$ cat src/rtl/uart_wrapper_if.sv
// uart_wrapper_if: host-side serial lines and command/response handshake of uart_wrapper.
interface uart_wrapper_if;
    logic        RX;
    logic        TX;
    logic [7:0]  cmd;
    logic [15:0] data;
    logic        cmd_rdy;
    logic        clr_cmd_rdy;
    logic        send_resp;
    logic [7:0]  resp;
    logic        resp_sent;
    modport slave (input RX, clr_cmd_rdy, send_resp, resp, output TX, cmd, data, cmd_rdy, resp_sent);
    modport master(output RX, clr_cmd_rdy, send_resp, resp, input TX, cmd, data, cmd_rdy, resp_sent);
endinterface

$ cat src/rtl/uart_wrapper.sv
// uart_wrapper: 8N1 UART that assembles 3-byte command frames and transmits 1-byte responses.
module uart_wrapper #(
    parameter int BAUD_CNT = 2604,
    parameter int BYTE_TMO = 1 << 20
) (
    input logic clk,
    input logic rst_n,
    uart_wrapper_if.slave u
);
    localparam int BW = $clog2(BAUD_CNT + 1);
    localparam int TW = $clog2(BYTE_TMO + 1);
    typedef enum logic [1:0] {IDLE, WAIT_HI, WAIT_LO} state_t;
    state_t st, nx;
    logic [2:0] rx_sync;
    logic rx_s, rx_prev, rx_busy, rx_tick, byte_v, fr_err, tmo;
    logic [BW-1:0] rx_cnt, tx_cnt;
    logic [3:0] rx_idx, tx_idx;
    logic [7:0] rx_sh;
    logic [TW-1:0] tmo_cnt;
    logic ld_cmd, ld_hi, ld_lo, set_rdy, tx_busy;
    logic [9:0] tx_sh;
    // [1:0] is the two-flop synchronizer, [2] holds the previous value for falling-edge start detection
    always_ff @(posedge clk or negedge rst_n)
        if (!rst_n) rx_sync <= 3'b111;
        else rx_sync <= {rx_sync[1:0], u.RX};
    assign rx_s    = rx_sync[1];
    assign rx_prev = rx_sync[2];
    assign rx_tick = rx_busy && rx_cnt == '0;
    assign byte_v  = rx_tick && rx_idx == 4'd9 && rx_s;
    assign fr_err  = rx_tick && rx_idx == 4'd9 && !rx_s;
    // rx_idx: 0 start bit, 1..8 data bits, 9 stop bit
    always_ff @(posedge clk or negedge rst_n)
        if (!rst_n) begin
            rx_busy <= 1'b0;
            rx_cnt  <= '0;
            rx_idx  <= '0;
            rx_sh   <= '0;
        end else if (!rx_busy) begin
            if (rx_prev && !rx_s) begin
                rx_busy <= 1'b1;
                rx_cnt  <= BW'(BAUD_CNT / 2 - 1);
                rx_idx  <= '0;
            end
        end else if (rx_cnt != '0) begin
            rx_cnt <= rx_cnt - 1'b1;
        end else begin
            rx_cnt <= BW'(BAUD_CNT - 1);
            rx_idx <= rx_idx + 4'd1;
            if (rx_idx inside {[4'd1:4'd8]}) rx_sh <= {rx_s, rx_sh[7:1]};
            if ((rx_idx == 4'd0 && rx_s) || rx_idx == 4'd9) rx_busy <= 1'b0;
        end
    assign tmo = st != IDLE && tmo_cnt == TW'(BYTE_TMO - 1);
    always_ff @(posedge clk or negedge rst_n)
        if (!rst_n) st <= IDLE;
        else st <= nx;
    always_comb
        nx = (fr_err || tmo) ? IDLE :
             !byte_v         ? st :
             st == IDLE      ? WAIT_HI :
             st == WAIT_HI   ? WAIT_LO : IDLE;
    always_comb begin
        ld_cmd = byte_v && st == IDLE;
        ld_hi  = byte_v && st == WAIT_HI;
        ld_lo  = byte_v && st == WAIT_LO;
    end
    always_ff @(posedge clk or negedge rst_n)
        if (!rst_n) begin
            u.cmd     <= '0;
            u.data    <= '0;
            u.cmd_rdy <= 1'b0;
            set_rdy   <= 1'b0;
            tmo_cnt   <= '0;
        end else begin
            tmo_cnt <= (st == IDLE || byte_v) ? '0 : tmo_cnt + 1'b1;
            set_rdy <= ld_lo;
            if (ld_cmd) u.cmd <= rx_sh;
            if (ld_hi) u.data[15:8] <= rx_sh;
            if (ld_lo) u.data[7:0] <= rx_sh;
            if (set_rdy) u.cmd_rdy <= 1'b1;
            else if (u.clr_cmd_rdy || ld_cmd) u.cmd_rdy <= 1'b0;
        end
    // tx_sh[0] drives the line; it reads 1 when idle because the stop bit and shifted-in ones remain
    always_ff @(posedge clk or negedge rst_n)
        if (!rst_n) begin
            tx_busy <= 1'b0;
            tx_cnt  <= '0;
            tx_idx  <= '0;
            tx_sh   <= '1;
        end else if (!tx_busy) begin
            if (u.send_resp) begin
                tx_busy <= 1'b1;
                tx_sh   <= {1'b1, u.resp, 1'b0};
                tx_cnt  <= BW'(BAUD_CNT - 1);
                tx_idx  <= '0;
            end
        end else if (tx_cnt != '0) begin
            tx_cnt <= tx_cnt - 1'b1;
        end else if (tx_idx == 4'd9) begin
            tx_busy <= 1'b0;
        end else begin
            tx_idx <= tx_idx + 4'd1;
            tx_sh  <= {1'b1, tx_sh[9:1]};
            tx_cnt <= BW'(BAUD_CNT - 1);
        end
    assign u.TX        = tx_sh[0];
    assign u.resp_sent = tx_busy && tx_cnt == '0 && tx_idx == 4'd9;
endmodule

$ cat src/flat_wrapper.sv
// flat-port wrapper written by rule: the top's interface ports become plain ports
module uart_wrapper_flat 
#(
    parameter int BAUD_CNT = 2604,
    parameter int BYTE_TMO = 1 << 20
)
  (clk, rst_n, u_RX, u_clr_cmd_rdy, u_send_resp, u_resp, u_TX, u_cmd, u_data, u_cmd_rdy, u_resp_sent);
  uart_wrapper_if u_i ();
  input logic clk;
  input logic rst_n;
  input wire logic [$bits(u_i.RX)-1:0] u_RX;
  input wire logic [$bits(u_i.clr_cmd_rdy)-1:0] u_clr_cmd_rdy;
  input wire logic [$bits(u_i.send_resp)-1:0] u_send_resp;
  input wire logic [$bits(u_i.resp)-1:0] u_resp;
  output wire logic [$bits(u_i.TX)-1:0] u_TX;
  output wire logic [$bits(u_i.cmd)-1:0] u_cmd;
  output wire logic [$bits(u_i.data)-1:0] u_data;
  output wire logic [$bits(u_i.cmd_rdy)-1:0] u_cmd_rdy;
  output wire logic [$bits(u_i.resp_sent)-1:0] u_resp_sent;
  assign u_i.RX = u_RX;
  assign u_i.clr_cmd_rdy = u_clr_cmd_rdy;
  assign u_i.send_resp = u_send_resp;
  assign u_i.resp = u_resp;
  assign u_TX = u_i.TX;
  assign u_cmd = u_i.cmd;
  assign u_data = u_i.data;
  assign u_cmd_rdy = u_i.cmd_rdy;
  assign u_resp_sent = u_i.resp_sent;
  uart_wrapper #(.BAUD_CNT(BAUD_CNT), .BYTE_TMO(BYTE_TMO)) u_core (.clk(clk), .rst_n(rst_n), .u(u_i));
endmodule
$ cat config.mk
export PLATFORM = sky130hd
export DESIGN_NAME = uart_wrapper_flat
export DESIGN_NICKNAME = d
export VERILOG_FILES = /design/src/rtl/uart_wrapper_if.sv /design/src/rtl/uart_wrapper.sv /design/src/flat_wrapper.sv
export SDC_FILE = /design/constraint.sdc
export NUM_CORES = 1
export LEC_CHECK = 0
export CORE_ASPECT_RATIO = 0.6
export CORE_MARGIN = 3
export CORE_UTILIZATION = 45
export CTS_BUF_LIST = sky130_fd_sc_hd__clkbuf_8
export DETAILED_ROUTE_END_ITERATION = 10
export DONT_BUFFER_PORTS = 1
export GPL_ROUTABILITY_DRIVEN = 0
export PLACE_DENSITY = 0.71
export SYNTH_ARGS = -nofsm -noshare
export SYNTH_HDL_FRONTEND = slang
export SYNTH_SLANG_ARGS = --single-unit
$ cat constraint.sdc
create_clock -name clk -period 5.9 [get_ports clk]
set_input_delay 0.59 -clock clk [delete_from_list [all_inputs] [get_ports clk]]
set_output_delay 0.59 -clock clk [all_outputs]
set_load 0.02 [all_outputs]
After elaboration in Yosys (flattened, before gate mapping):

Index checks and enable logic that the tools add are counted.

* flip-flop bits (word level): 104
* bits in latches: 0
* memory bits (writable): 0
* ROM bits: 0
* output and inout port bits: 27
* memories kept: 0

* $add $sub $neg: 5
* $mul: 0
* divide/modulo/power cells: 0
* magnitude comparators: 2
* eq/ne operators: 9
* shifts and indexed selects: 0
* multiplexer cells: 33
* bitwise operators: 1
* reduce and logical (&&, ||, !) cells: 33

Operators by type and width (number)
* $mux W12: 7
* $mux W10: 4
* $mux W4: 7
* $logic_not A12 Y1: 2
* $reduce_bool A12 Y1: 2
* $sub A12 B1 Y12 const B: 2
* $add A21 B1 Y21 const B: 1
* $eq A21 B20 Y1 const B: 1
* $mux W21: 1
* $logic_and A1 B1 Y1: 13
* $mux W1: 10
* $reduce_bool A2 Y1: 5
* $add A4 B1 Y4 const B: 2
* $eq A4 B4 Y1 const B: 2
* $mux W2: 4
* $ne A2 B2 Y1 const B: 3
* $reduce_and A3 Y1: 2
* $ge A4 B1 Y1 const B: 1
* $le A4 B4 Y1 const B: 1
* $logic_not A4 Y1: 1
* $logic_or A1 B1 Y1: 4
* $reduce_and A2 Y1: 2
* $ne A3 B3 Y1 const B: 1
* $eq A2 B1 Y1 const B: 1
* 4 further kinds: 4

Depth between registers and ports, before layout:

Gate-level depths: netlist of run 1.

* word-level depth: 8
* depth in mapped cells: 8

Least setup slack after synthesis of run 1:

OpenSTA, ideal clock, no wires.

* path type: reg-to-reg
* start point: reg u_core.rx_cnt[0]
* end point: reg u_core.u.data[10]
* library setup time: 125 ps
* arrival: 2436 ps
* slack: 3339 ps
* stages on the path, launching flop included: 8
* period minus slack after synthesis: 2561 ps
* path through: dfrtp_1 -> inv_1 -> ha_1 -> or3b_2 -> clkbuf_1 -> nor4_4 -> nand4b_2 -> mux2_2

* cells in the longest elaborated chain, start to end: 5

Ends and longest elaborated chain
* from (decl): RTL line uart_wrapper.sv:16 `logic [BW-1:0] rx_cnt, tx_cnt;`
* from (signal assigned): RTL line uart_wrapper.sv:41 `rx_cnt <= BW'(BAUD_CNT / 2 - 1);`
* from (signal assigned): RTL line uart_wrapper.sv:45 `rx_cnt <= rx_cnt - 1'b1;`
* from (signal assigned): RTL line uart_wrapper.sv:47 `rx_cnt <= BW'(BAUD_CNT - 1);`
* $logic_not A12 Y1: RTL line uart_wrapper.sv:28 `assign rx_tick = rx_busy && rx_cnt == '0;`
* $logic_and A1 B1 Y1: RTL line uart_wrapper.sv:28
* $logic_and A1 B1 Y1 (2 in series): RTL line uart_wrapper.sv:29 `assign byte_v = rx_tick && rx_idx == 4'd9 && rx_s;`
* $logic_and A1 B1 Y1: RTL line uart_wrapper.sv:63 `ld_hi = byte_v && st == WAIT_HI;`
* to (signal assigned): RTL line uart_wrapper.sv:77 `if (ld_hi) u.data[15:8] <= rx_sh;`
* to (decl): RTL line uart_wrapper_if.sv:12 `modport slave (input RX, clr_cmd_rdy, send_resp, resp, output TX, cmd, data, cmd_rdy, resp_sent);`

No other way between the ends.
A chain may end at the register's enable or synchronous reset.

Final worst setup path of run 1:

* start point: reg u_core.tx_cnt[4]
* end point: out u_resp_sent

* cells in the longest elaborated chain, start to end: 3

Ends and longest elaborated chain
* from (decl): RTL line uart_wrapper.sv:16
* from (signal assigned): RTL line uart_wrapper.sv:93 `tx_cnt <= BW'(BAUD_CNT - 1);`
* from (signal assigned): RTL line uart_wrapper.sv:97 `tx_cnt <= tx_cnt - 1'b1;`
* from (signal assigned): RTL line uart_wrapper.sv:103 `tx_cnt <= BW'(BAUD_CNT - 1);`
* $logic_not A12 Y1: RTL line uart_wrapper.sv:106 `assign u.resp_sent = tx_busy && tx_cnt == '0 && tx_idx == 4'd9;`
* $logic_and A1 B1 Y1 (2 in series): RTL line uart_wrapper.sv:106
* to (decl): RTL line flat_wrapper.sv:19 `output wire logic [$bits(u_i.resp_sent)-1:0] u_resp_sent;`

No other way between the ends.

==> results.sh, run 1 <==
export IMPL_insertedDiodeCount=0
export IMPL_synth_warnings=0
export IMPL_ios=40
export IMPL_period_needed_ns=3.04
export IMPL_antenna_found_initial=0
export IMPL_hold_class="in -> async"
export IMPL_cp_end_kind="output pin"
export IMPL_die_h_microns=88.0
export IMPL_maxCapViolations=0
export IMPL_critPathKind="reg -> out"
export IMPL_drive_above_1_share_pct=20.1
export IMPL_holdWs_ns=0.0459
export IMPL_vdd_ir_drop_max_v=0.000140
export IMPL_drc=0
export IMPL_num_vias=3619
export IMPL_start_util_pct=47.0
export IMPL_die_area_sq_mm=0.0126
export IMPL_worst_pin_slew_ns=0.979
export IMPL_nNetsFinal=474
export IMPL_synth_top_area_share_pct=45.1
export IMPL_grt_max_degree=92
export IMPL_wirelength_mm=10.4
export IMPL_ctsHoldBuffers=1
export IMPL_worstSkewPairLatency_ns=0.37
export IMPL_synth_cells=460
export IMPL_clock_root_buffer="clkbuf_8"
export IMPL_p_total_mw=1.68
export IMPL_fill_cells=955
export IMPL_area_growth_pct=6.77
export IMPL_cts_sinks=103
export IMPL_tns_ns=0
export IMPL_synth_seq_area_share_pct=51.4
export IMPL_clk_pin_slew_ns=0.11
export IMPL_status="complete, no violations"
export IMPL_synth_avg_cell_area_sq_um=11.0
export IMPL_antenna_left=0
export IMPL_die_w_microns=143
export IMPL_vias_per_cell=6.07
export IMPL_power_switching_mw=0.542
export IMPL_p_int_mw=1.14
export IMPL_syn_nets=482
export IMPL_synthFlopType="dfrtp_1"
export IMPL_grt_pass1_vias=3397
export IMPL_finClkSkew_ns=0.0136
export IMPL_drt_iter0_drc=431
export IMPL_synth_top_cell_by_area="dfrtp_1"
export IMPL_cp_arrival_ns=2.45
export IMPL_mostFrequentLayoutCell="dfrtp_1"
export IMPL_sequentialPowerShare_pct=54.5
export IMPL_cts_htree_levels=3
export IMPL_combPwrFrac_pct=17.3
export IMPL_p_per_area_mw_per_mm2=312
export IMPL_p_clk_share_pct=28.1
export IMPL_synth_edff_count=0
export IMPL_avgRoutedWirePerCell_microns=17.4
export IMPL_setup_violations=0
export IMPL_relSlewSlack_pct=34.1
export IMPL_synth_ff_latch_count=103
export IMPL_start_kind="flop"
export IMPL_rows=29
export IMPL_most_common_layout_cells="91 x dfrtp_1, 46 x mux2_2, 32 x nor2_1"
export IMPL_grt_ovfl_total=0
export IMPL_cts_setup_buffers=0
export IMPL_drtPass1Iterations=4
export IMPL_period_share_pct=51.5
export IMPL_dp_hpwl_mm=7.13
export IMPL_async_flop_share_pct=100
export IMPL_cts_buffer_depth=2
export IMPL_cts_tree="yes"
export IMPL_core_area_sq_mm=0.0107
export IMPL_yosysUniqueCellTypes=58
export IMPL_grtUsageTotal_pct=17.2
export IMPL_clock_fmax_mhz=329
export IMPL_worstPathMaxFanout=9
export IMPL_rsz0062_at_grt="no"
export IMPL_io_buffer_count=0
export IMPL_synthTopCellsByArea="dfrtp_1 45%, mux2_2 10%, dfstp_2 6.3%"
export IMPL_crit_required_ns=5.31
export IMPL_power_leakage_nw=2.35
export IMPL_grt_pass1_wl_mm=17.3
export IMPL_maxSlewViolCount=0
export IMPL_hold_violations=0
export IMPL_cts_made_buffers=9
export IMPL_sw_frac_of_total_pct=32.2
export IMPL_post_cts_resized=0
export IMPL_syn_cell_area_sq_mm=0.00504
-- final timing paths --
path	cells past startpoint	from	slack [ns]	end
worst min register to register	0	u_core.rx_sync[0]	0.36	u_core.rx_sync[1]
max in group asynchronous	1	rst_n	5.42	u_core.tmo_cnt[6]
worst max-delay path	2	u_core.tx_cnt[4]	2.86	u_resp_sent
worst max register to register	6	u_core.rx_cnt[0]	2.95	u_core.tmo_cnt[16]
worst min-delay path	0	rst_n	0.05	u_core.tx_sh[8]
min in group clk	0	u_RX	0.21	u_core.rx_sync[0]
-- metrics by stage --
| step | worst slack (ns) | util [%] | area, sq um | instances |
|---|---|---|---|---|
| finish | 2.86 | 50.2 | 5390 | 596 |
| global route | 2.70 | 50.2 | 5390 | 596 |
| CTS | 2.84 | 50.2 | 5390 | 596 |
| detailed placement | 2.98 | 47.9 | 5140 | 579 |
| global placement | 3.11 | 47.9 | 5140 | 579 |
| floorplan | 3.34 | - | 5040 | 460 |
-- worst max-delay path: stages, from the launching register on --
cell	delay (ns)
dfrtp_1	0.44
or4_1	0.74
nor4_1	0.91
-- per-layer routing --
layer  wire length (microns)  up-vias  GRT usage (%)
met5                       0        -              0
met4                      95        0           3.80
met3                     630       11           4.26
met2                    4490      107           25.2
met1                    5140     1812           25.8
li1                        -     1689              -
-- synth_stat cells, drive strengths merged, types with 2 or more instances --
library cell	number
a21o	6
a21oi	26
a221o	2
a22o	2
a31oi	3
a41oi	2
and2	2
and3	5
and4	4
and4b	2
buf	3
clkbuf	18
dfrtp	91
dfstp	12
ha	9
inv	14
mux2	46
mux2i	4
nand2	26
nand2b	2
nand3	11
nand3b	4
nand4	11
nand4b	6
nor2	32
nor2b	2
nor3	9
nor4	9
o211ai	2
o21a	3
o21ai	25
o22a	3
o22ai	2
o31ai	9
o41ai	4
or2	2
or3	14
or3b	3
or4	9
xnor2	3
xor2	9
-- kinds of logic after synthesis --
logic type                 share of synthesized area, %
buffers and inverters                              2.68
muxes                                              11.1
xor gates and xnor gates                           2.08
adders and majority gates                          2.23
DFF                                                51.4
AOI/OAI and AO/OA                                  12.1
and+or+nand+nor                                    18.5
-- sequential cells by signal, indices dropped and copies added, names as in the netlist, 2 cells and up --
register and count:
u_core.tx_cnt 12, u_core.st 2, u_core.rx_cnt 12, u_core.rx_idx 4, u_core.tmo_cnt 21, u_core.u.cmd 8
u_core.tx_sh 9, u_core.rx_sh 8, u_core.u.data 16, u_core.tx_idx 4, u_core.rx_sync 3
-- power groups by stage --
stage	combinational [mW]	sequential, mW	clock, mW
floorplan	0.243	0.881	0
global placement	0.261	0.918	0
detailed placement	0.274	0.927	0
CTS	0.291	0.913	0.484
global route	0.329	0.936	0.508
finish	0.292	0.918	0.473
-- layout make-up --
type,instances,area [sq um],area share [%]
Sequential cell,103,2590,48.1
Multi-Input combinational cell,322,2320,43.0
Tap cell,139,174,3.23
Clock buffer,9,124,2.30
Clock inverter,7,91.3,1.70
Inverter,14,52.6,0.976
Timing Repair Buffer,2,35.0,0.650
Power figures use the tool's default switching activity.
==> run 2, diff against run 1 <==
- clock period: 5.9 -> 2.8 ns (I/O delays scaled with it)
==> results.sh, run 2 (same netlist as run 1, synthesis figures left out) <==
export IMPL_status="complete, no violations"
export IMPL_rsz0062_at_grt="no"
export IMPL_rows=29
export IMPL_drc=0
export IMPL_cp_cell_sequence="inv_1, ha_1, or3b_2, nor4_4, buf_4, nand4b_2, mux2_2"
export IMPL_fin_ws_ns=0.263
export IMPL_dp_worst_setup_slack_ns=0.125
export IMPL_io_buffer_count=0
export IMPL_final_core_util_pct=51.2
export IMPL_tns_ns=0
export IMPL_clock_root_buffer="clkbuf_8"
export IMPL_final_cells=612
export IMPL_cts_htree_levels=3
export IMPL_cp_end_kind="flop"
export IMPL_drtPass1Iterations=7
export IMPL_cp_top_family="simple AND/OR/NAND/NOR gates"
export IMPL_drt_iter0_drc=238
export IMPL_wirelength_mm=10.4
export IMPL_grt_ovfl_total=0
export IMPL_hold_violations=0
export IMPL_p_total_mw=3.51
export IMPL_hold_class="in -> reg"
export IMPL_worstSkewPairLatency_ns=0.38
export IMPL_cts_tree="yes"
export IMPL_largest_registers="u_core.tmo_cnt (21), u_core.u.data (16)"
export IMPL_drive_above_1_share_pct=22.4
export IMPL_power_leakage_nw=2.43
export IMPL_dp_hpwl_mm=7.27
export IMPL_crit_path_start="u_core.rx_cnt[0]"
export IMPL_antenna_left=0
export IMPL_cpMaxStageDelayCell="or3b_2"
export IMPL_cp_arrival_ns=2.81
export IMPL_max_stage_delay_ns=0.55
export IMPL_nNetsFinal=490
export IMPL_cts_made_buffers=9
export IMPL_die_area_sq_mm=0.0126
export IMPL_critPathKind="reg -> reg"
export IMPL_clk_pin_slew_ns=0.12
export IMPL_maxCapViolations=0
export IMPL_fill_cells=946
export IMPL_grt_pass1_wl_mm=17.3
export IMPL_avgRoutedWirePerCell_microns=17.1
export IMPL_grt_pass1_vias=3387
export IMPL_finClkSkew_ns=0.0224
export IMPL_mostFrequentLayoutCell="dfrtp_1"
export IMPL_r2r_start="u_core.rx_cnt[0]"
export IMPL_largest_reg_flops=21
export IMPL_clock_fmax_mhz=394
export IMPL_start_util_pct=47.0
export IMPL_die_w_microns=143
export IMPL_rrSetupSlack_ns=0.26
export IMPL_crit_required_ns=3.08
export IMPL_area_growth_pct=9.10
export IMPL_setup_violations=0
export IMPL_post_cts_resized=0
export IMPL_vias_per_cell=5.87
export IMPL_grtUsageTotal_pct=17.1
export IMPL_p_per_area_mw_per_mm2=639
export IMPL_vdd_ir_drop_max_v=0.000353
export IMPL_maxSlewViolCount=0
export IMPL_cts_buffer_depth=2
export IMPL_cts_sinks=103
export IMPL_start_kind="flop"
export IMPL_worst_pin_slew_ns=0.662
export IMPL_top_register="u_core.tmo_cnt"
export IMPL_core_area_sq_mm=0.0107
export IMPL_period_share_pct=90.6
export IMPL_min_from="u_resp[7]"
export IMPL_die_h_microns=88.0
export IMPL_ios=40
export IMPL_holdWs_ns=0.0599
export IMPL_antenna_found_initial=0
export IMPL_most_common_layout_cells="91 x dfrtp_1, 46 x mux2_2, 32 x nor2_1"
export IMPL_placed_area_sq_mm=0.00524
export IMPL_worstPathMaxFanout=9
export IMPL_num_vias=3595
export IMPL_postLayoutCellArea_sq_mm=0.00550
export IMPL_grt_max_degree=104
export IMPL_crit_buf_inv=2
export IMPL_period_needed_ns=2.54
export IMPL_placed_cells=592
export IMPL_insertedDiodeCount=0
export IMPL_relSlewSlack_pct=55.9
-- run 2: cell types whose count changed in the layout (fill, tap and decap cells not counted), sizes merged --
cell         delta
buf            +14
bufinv          -1
clkinv          +1
clkinvlp        -1
dlygate4sd3     +2
inv             +1
-- run 2: cell type report --
cell class                 instances  area [sq um]  share of cell area, %
sequential                       103          2590                   47.1
clock inverter                     7          83.8                   1.52
clock buffer                       9           124                   2.25
inverter                          14          52.6                  0.955
tap                              139           174                   3.16
timing repair buffer              18           160                   2.91
multi-input combinational        322          2320                   42.1
-- run 2: where the power goes --
group          switching, mW  internal (mW)
clock                  0.582          0.362
sequential             0.252           1.68
combinational          0.339          0.297
total                   1.17           2.34
-- run 2: final timing paths --
check                                     to  cells after the start
min in group asynchronous  u_core.tx_cnt[10]                      2
max                        u_core.u.data[12]                      7
min                          u_core.tx_sh[8]                      1
max reg2reg                u_core.u.data[12]                      7
min reg2reg                u_core.rx_sync[1]                      0
max in group asynchronous  u_core.rx_sync[2]                      2
-- run 2: worst register-to-register path, delay by kind of cell, from the launching register on --
family | cells | cell delay (ns)
DFF | 1 | 0.40
buffers and inverters | 2 | 0.32
muxes | 1 | 0.38
adders and majority gates | 1 | 0.22
and+or+nand+nor | 3 | 1.12
-- run 2: what timing repair did --
item,4_1_cts,5_1_grt
endpoints found under the setup margin,0,16
hold endpoints to repair,104,0
hold buffers,3,0
setup buffers,0,1
-- run 2: routing by layer --
| layer | track usage (%) | wire length, microns | vias to the layer above | part of all wire (%) |
|---|---|---|---|---|
| met3 | 4.04 | 485 | 6 | 4.6 |
| met1 | 26.1 | 5400 | 1800 | 52 |
| met5 | 0 | 0 | - | 0 |
| met2 | 24.6 | 4490 | 65 | 43 |
| li1 | - | - | 1724 | - |
| met4 | 4.06 | 69 | 0 | 0.66 |
==> run 3, diff against run 2 <==
--- a/config.mk
+++ b/config.mk
@@ -10,4 +10,5 @@
 export CORE_UTILIZATION = 45
 export CTS_BUF_LIST = sky130_fd_sc_hd__clkbuf_8
+export CTS_CLUSTER_DIAMETER = 40
 export DETAILED_ROUTE_END_ITERATION = 10
 export DONT_BUFFER_PORTS = 1
==> constraint.sdc (replaced) <==
create_clock -name clk -period 2.8 [get_ports clk]
set_input_delay 0.28 -clock clk [delete_from_list [all_inputs] [get_ports clk]]
set_output_delay 0.28 -clock clk [all_outputs]
set_load 0.005 [all_outputs]
==> results.sh, run 3 (same netlist as run 1, synthesis figures left out) <==
export IMPL_status="complete, no violations"
export IMPL_largest_reg_flops=21
export IMPL_drc=0
export IMPL_max_stage_delay_ns=0.55
export IMPL_rows=29
export IMPL_worstSkewPairLatency_ns=0.39
export IMPL_period_needed_ns=2.57
export IMPL_sw_frac_of_total_pct=33.6
export IMPL_critPathKind="reg -> reg"
export IMPL_top_register="u_core.tmo_cnt"
export IMPL_period_share_pct=91.7
export IMPL_cp_end_kind="flop"
export IMPL_cts_buffer_depth=2
export IMPL_start_util_pct=47.0
export IMPL_postLayoutCellArea_sq_mm=0.00549
export IMPL_rrSetupSlack_ns=0.23
export IMPL_min_from="u_resp[7]"
export IMPL_vias_per_cell=5.93
export IMPL_maxSlewViolCount=0
export IMPL_multiInputGateArea_sq_mm=0.00232
export IMPL_largest_registers="u_core.tmo_cnt (21), u_core.u.data (16)"
export IMPL_crit_required_ns=3.08
export IMPL_grt_max_degree=104
export IMPL_post_cts_resized=0
export IMPL_register_area_sq_mm=0.00259
export IMPL_r2r_end="u_core.u.data[10]"
export IMPL_die_h_microns=88.0
export IMPL_die_area_sq_mm=0.0126
export IMPL_combPwrFrac_pct=17.9
export IMPL_sequentialPowerShare_pct=54.8
export IMPL_grtUsageTotal_pct=17.0
export IMPL_io_buffer_count=0
export IMPL_hold_violations=0
export IMPL_cpMaxStageDelayCell="or3b_2"
export IMPL_vdd_ir_drop_max_v=0.000341
export IMPL_nNetsFinal=488
export IMPL_cts_htree_levels=3
export IMPL_grt_pass1_wl_mm=17.2
export IMPL_p_total_mw=3.53
export IMPL_min_to="u_core.tx_sh[8]"
export IMPL_setup_violations=0
export IMPL_drt_iter0_drc=303
export IMPL_clock_fmax_mhz=390
export IMPL_p_int_mw=2.34
export IMPL_tns_ns=0
export IMPL_p_clk_share_pct=27.3
export IMPL_finClkSkew_ns=0.0142
export IMPL_cts_made_buffers=9
export IMPL_reg2regPathDepth=7
export IMPL_antenna_left=0
export IMPL_rsz0062_at_grt="no"
export IMPL_grt_ovfl_total=0
export IMPL_cts_tree="yes"
export IMPL_clk_pin_slew_ns=0.11
export IMPL_relSlewSlack_pct=50.6
export IMPL_wirelength_mm=10.4
export IMPL_area_growth_pct=8.75
export IMPL_insertedDiodeCount=0
export IMPL_worstPathMaxFanout=9
export IMPL_dp_hpwl_mm=7.25
export IMPL_power_leakage_nw=2.42
export IMPL_placed_area_sq_mm=0.00523
export IMPL_r2r_start="u_core.rx_cnt[0]"
export IMPL_drtPass1Iterations=5
export IMPL_hold_class="in -> reg"
export IMPL_power_switching_mw=1.19
export IMPL_cp_arrival_ns=2.85
export IMPL_most_common_layout_cells="91 x dfrtp_1, 46 x mux2_2, 32 x nor2_1"
export IMPL_p_per_area_mw_per_mm2=644
export IMPL_maxCapViolations=0
export IMPL_fill_cells=948
export IMPL_cts_sinks=103
export IMPL_whs_path_depth=1
export IMPL_avgRoutedWirePerCell_microns=17.0
export IMPL_die_w_microns=143
export IMPL_num_vias=3619
export IMPL_mostFrequentLayoutCell="dfrtp_1"
export IMPL_drive_above_1_share_pct=22.1
export IMPL_ios=40
export IMPL_core_area_sq_mm=0.0107
export IMPL_cp_cell_sequence="inv_1, ha_1, or3b_2, nor4_4, buf_4, nand4b_2, mux2_2"
export IMPL_clock_root_buffer="clkbuf_8"
export IMPL_start_kind="flop"
export IMPL_antenna_found_initial=0
export IMPL_worst_pin_slew_ns=0.734
export IMPL_grt_pass1_vias=3376
-- run 3: cell count changes in the layout (fill, tap and decap cells not counted), sizes merged --
cell,delta
buf,-2
clkinv,-1
inv,+1
-- run 3: routing by layer --
metal | part of all wire [%] | vias to the layer above | GRT usage (%)
met5 | 0 | - | 0
met4 | 0.66 | 0 | 3.28
met3 | 6.4 | 6 | 5.35
met2 | 43 | 102 | 25.0
met1 | 50 | 1796 | 24.8
li1 | - | 1715 | -
-- run 3: power by group through the flow --
stage | clock network, mW | registers (mW) | logic (mW)
global route | 1.05 | 1.97 | 0.706
global placement | 0 | 1.93 | 0.564
CTS | 0.990 | 1.93 | 0.633
detailed placement | 0 | 1.95 | 0.591
floorplan | 0 | 1.86 | 0.512
finish | 0.965 | 1.93 | 0.631
-- run 3: final cells by class --
type / instances / share of cell area [%]
Multi-Input combinational cell: 322 / 42.2
Clock buffer: 9 / 2.26
Clock inverter: 7 / 1.48
Inverter: 14 / 0.958
Tap cell: 139 / 3.17
Sequential cell: 103 / 47.3
Timing Repair Buffer: 16 / 2.65
-- run 3: how the worst max path moves through the flow --
stage | startpoint | end | cells past startpoint
floorplan | u_core.rx_cnt[0] | u_core.u.data[10] | 7
global placement | u_core.rx_cnt[0] | u_core.u.data[10] | 6
detailed placement | u_core.rx_cnt[0] | u_core.u.data[10] | 6
CTS | u_core.rx_cnt[0] | u_core.u.data[10] | 6
global route | u_core.rx_cnt[0] | u_core.u.data[10] | 7
finish | u_core.rx_cnt[0] | u_core.u.data[10] | 7
-- run 3: worst max-delay path: cells and delay by family (launching register included) --
kind | cells | cell delay, ns
and+or+nand+nor | 3 | 1.12
DFF | 1 | 0.42
muxes | 1 | 0.38
buffers and inverters | 2 | 0.31
adders and majority gates | 1 | 0.22
-- run 3: repair_timing --
item,CTS,global route
endpoints found under the hold margin,104,0
setup buffers,0,1
setup endpoints to repair,0,17
hold buffers,3,0
-- run 3: stage by stage --
step	hold slack (ns)	util, %	setup slack, ns	cells
after detailed placement	-0.0128	48.7	0.0540	590
after global routing	0.0342	51.1	0.0843	610
after CTS	0.0301	51.0	0.0378	609
final	0.0431	51.1	0.233	610
after global placement	-0.0129	48.7	0.224	590
after floorplan	-0.0156	-	0.239	460
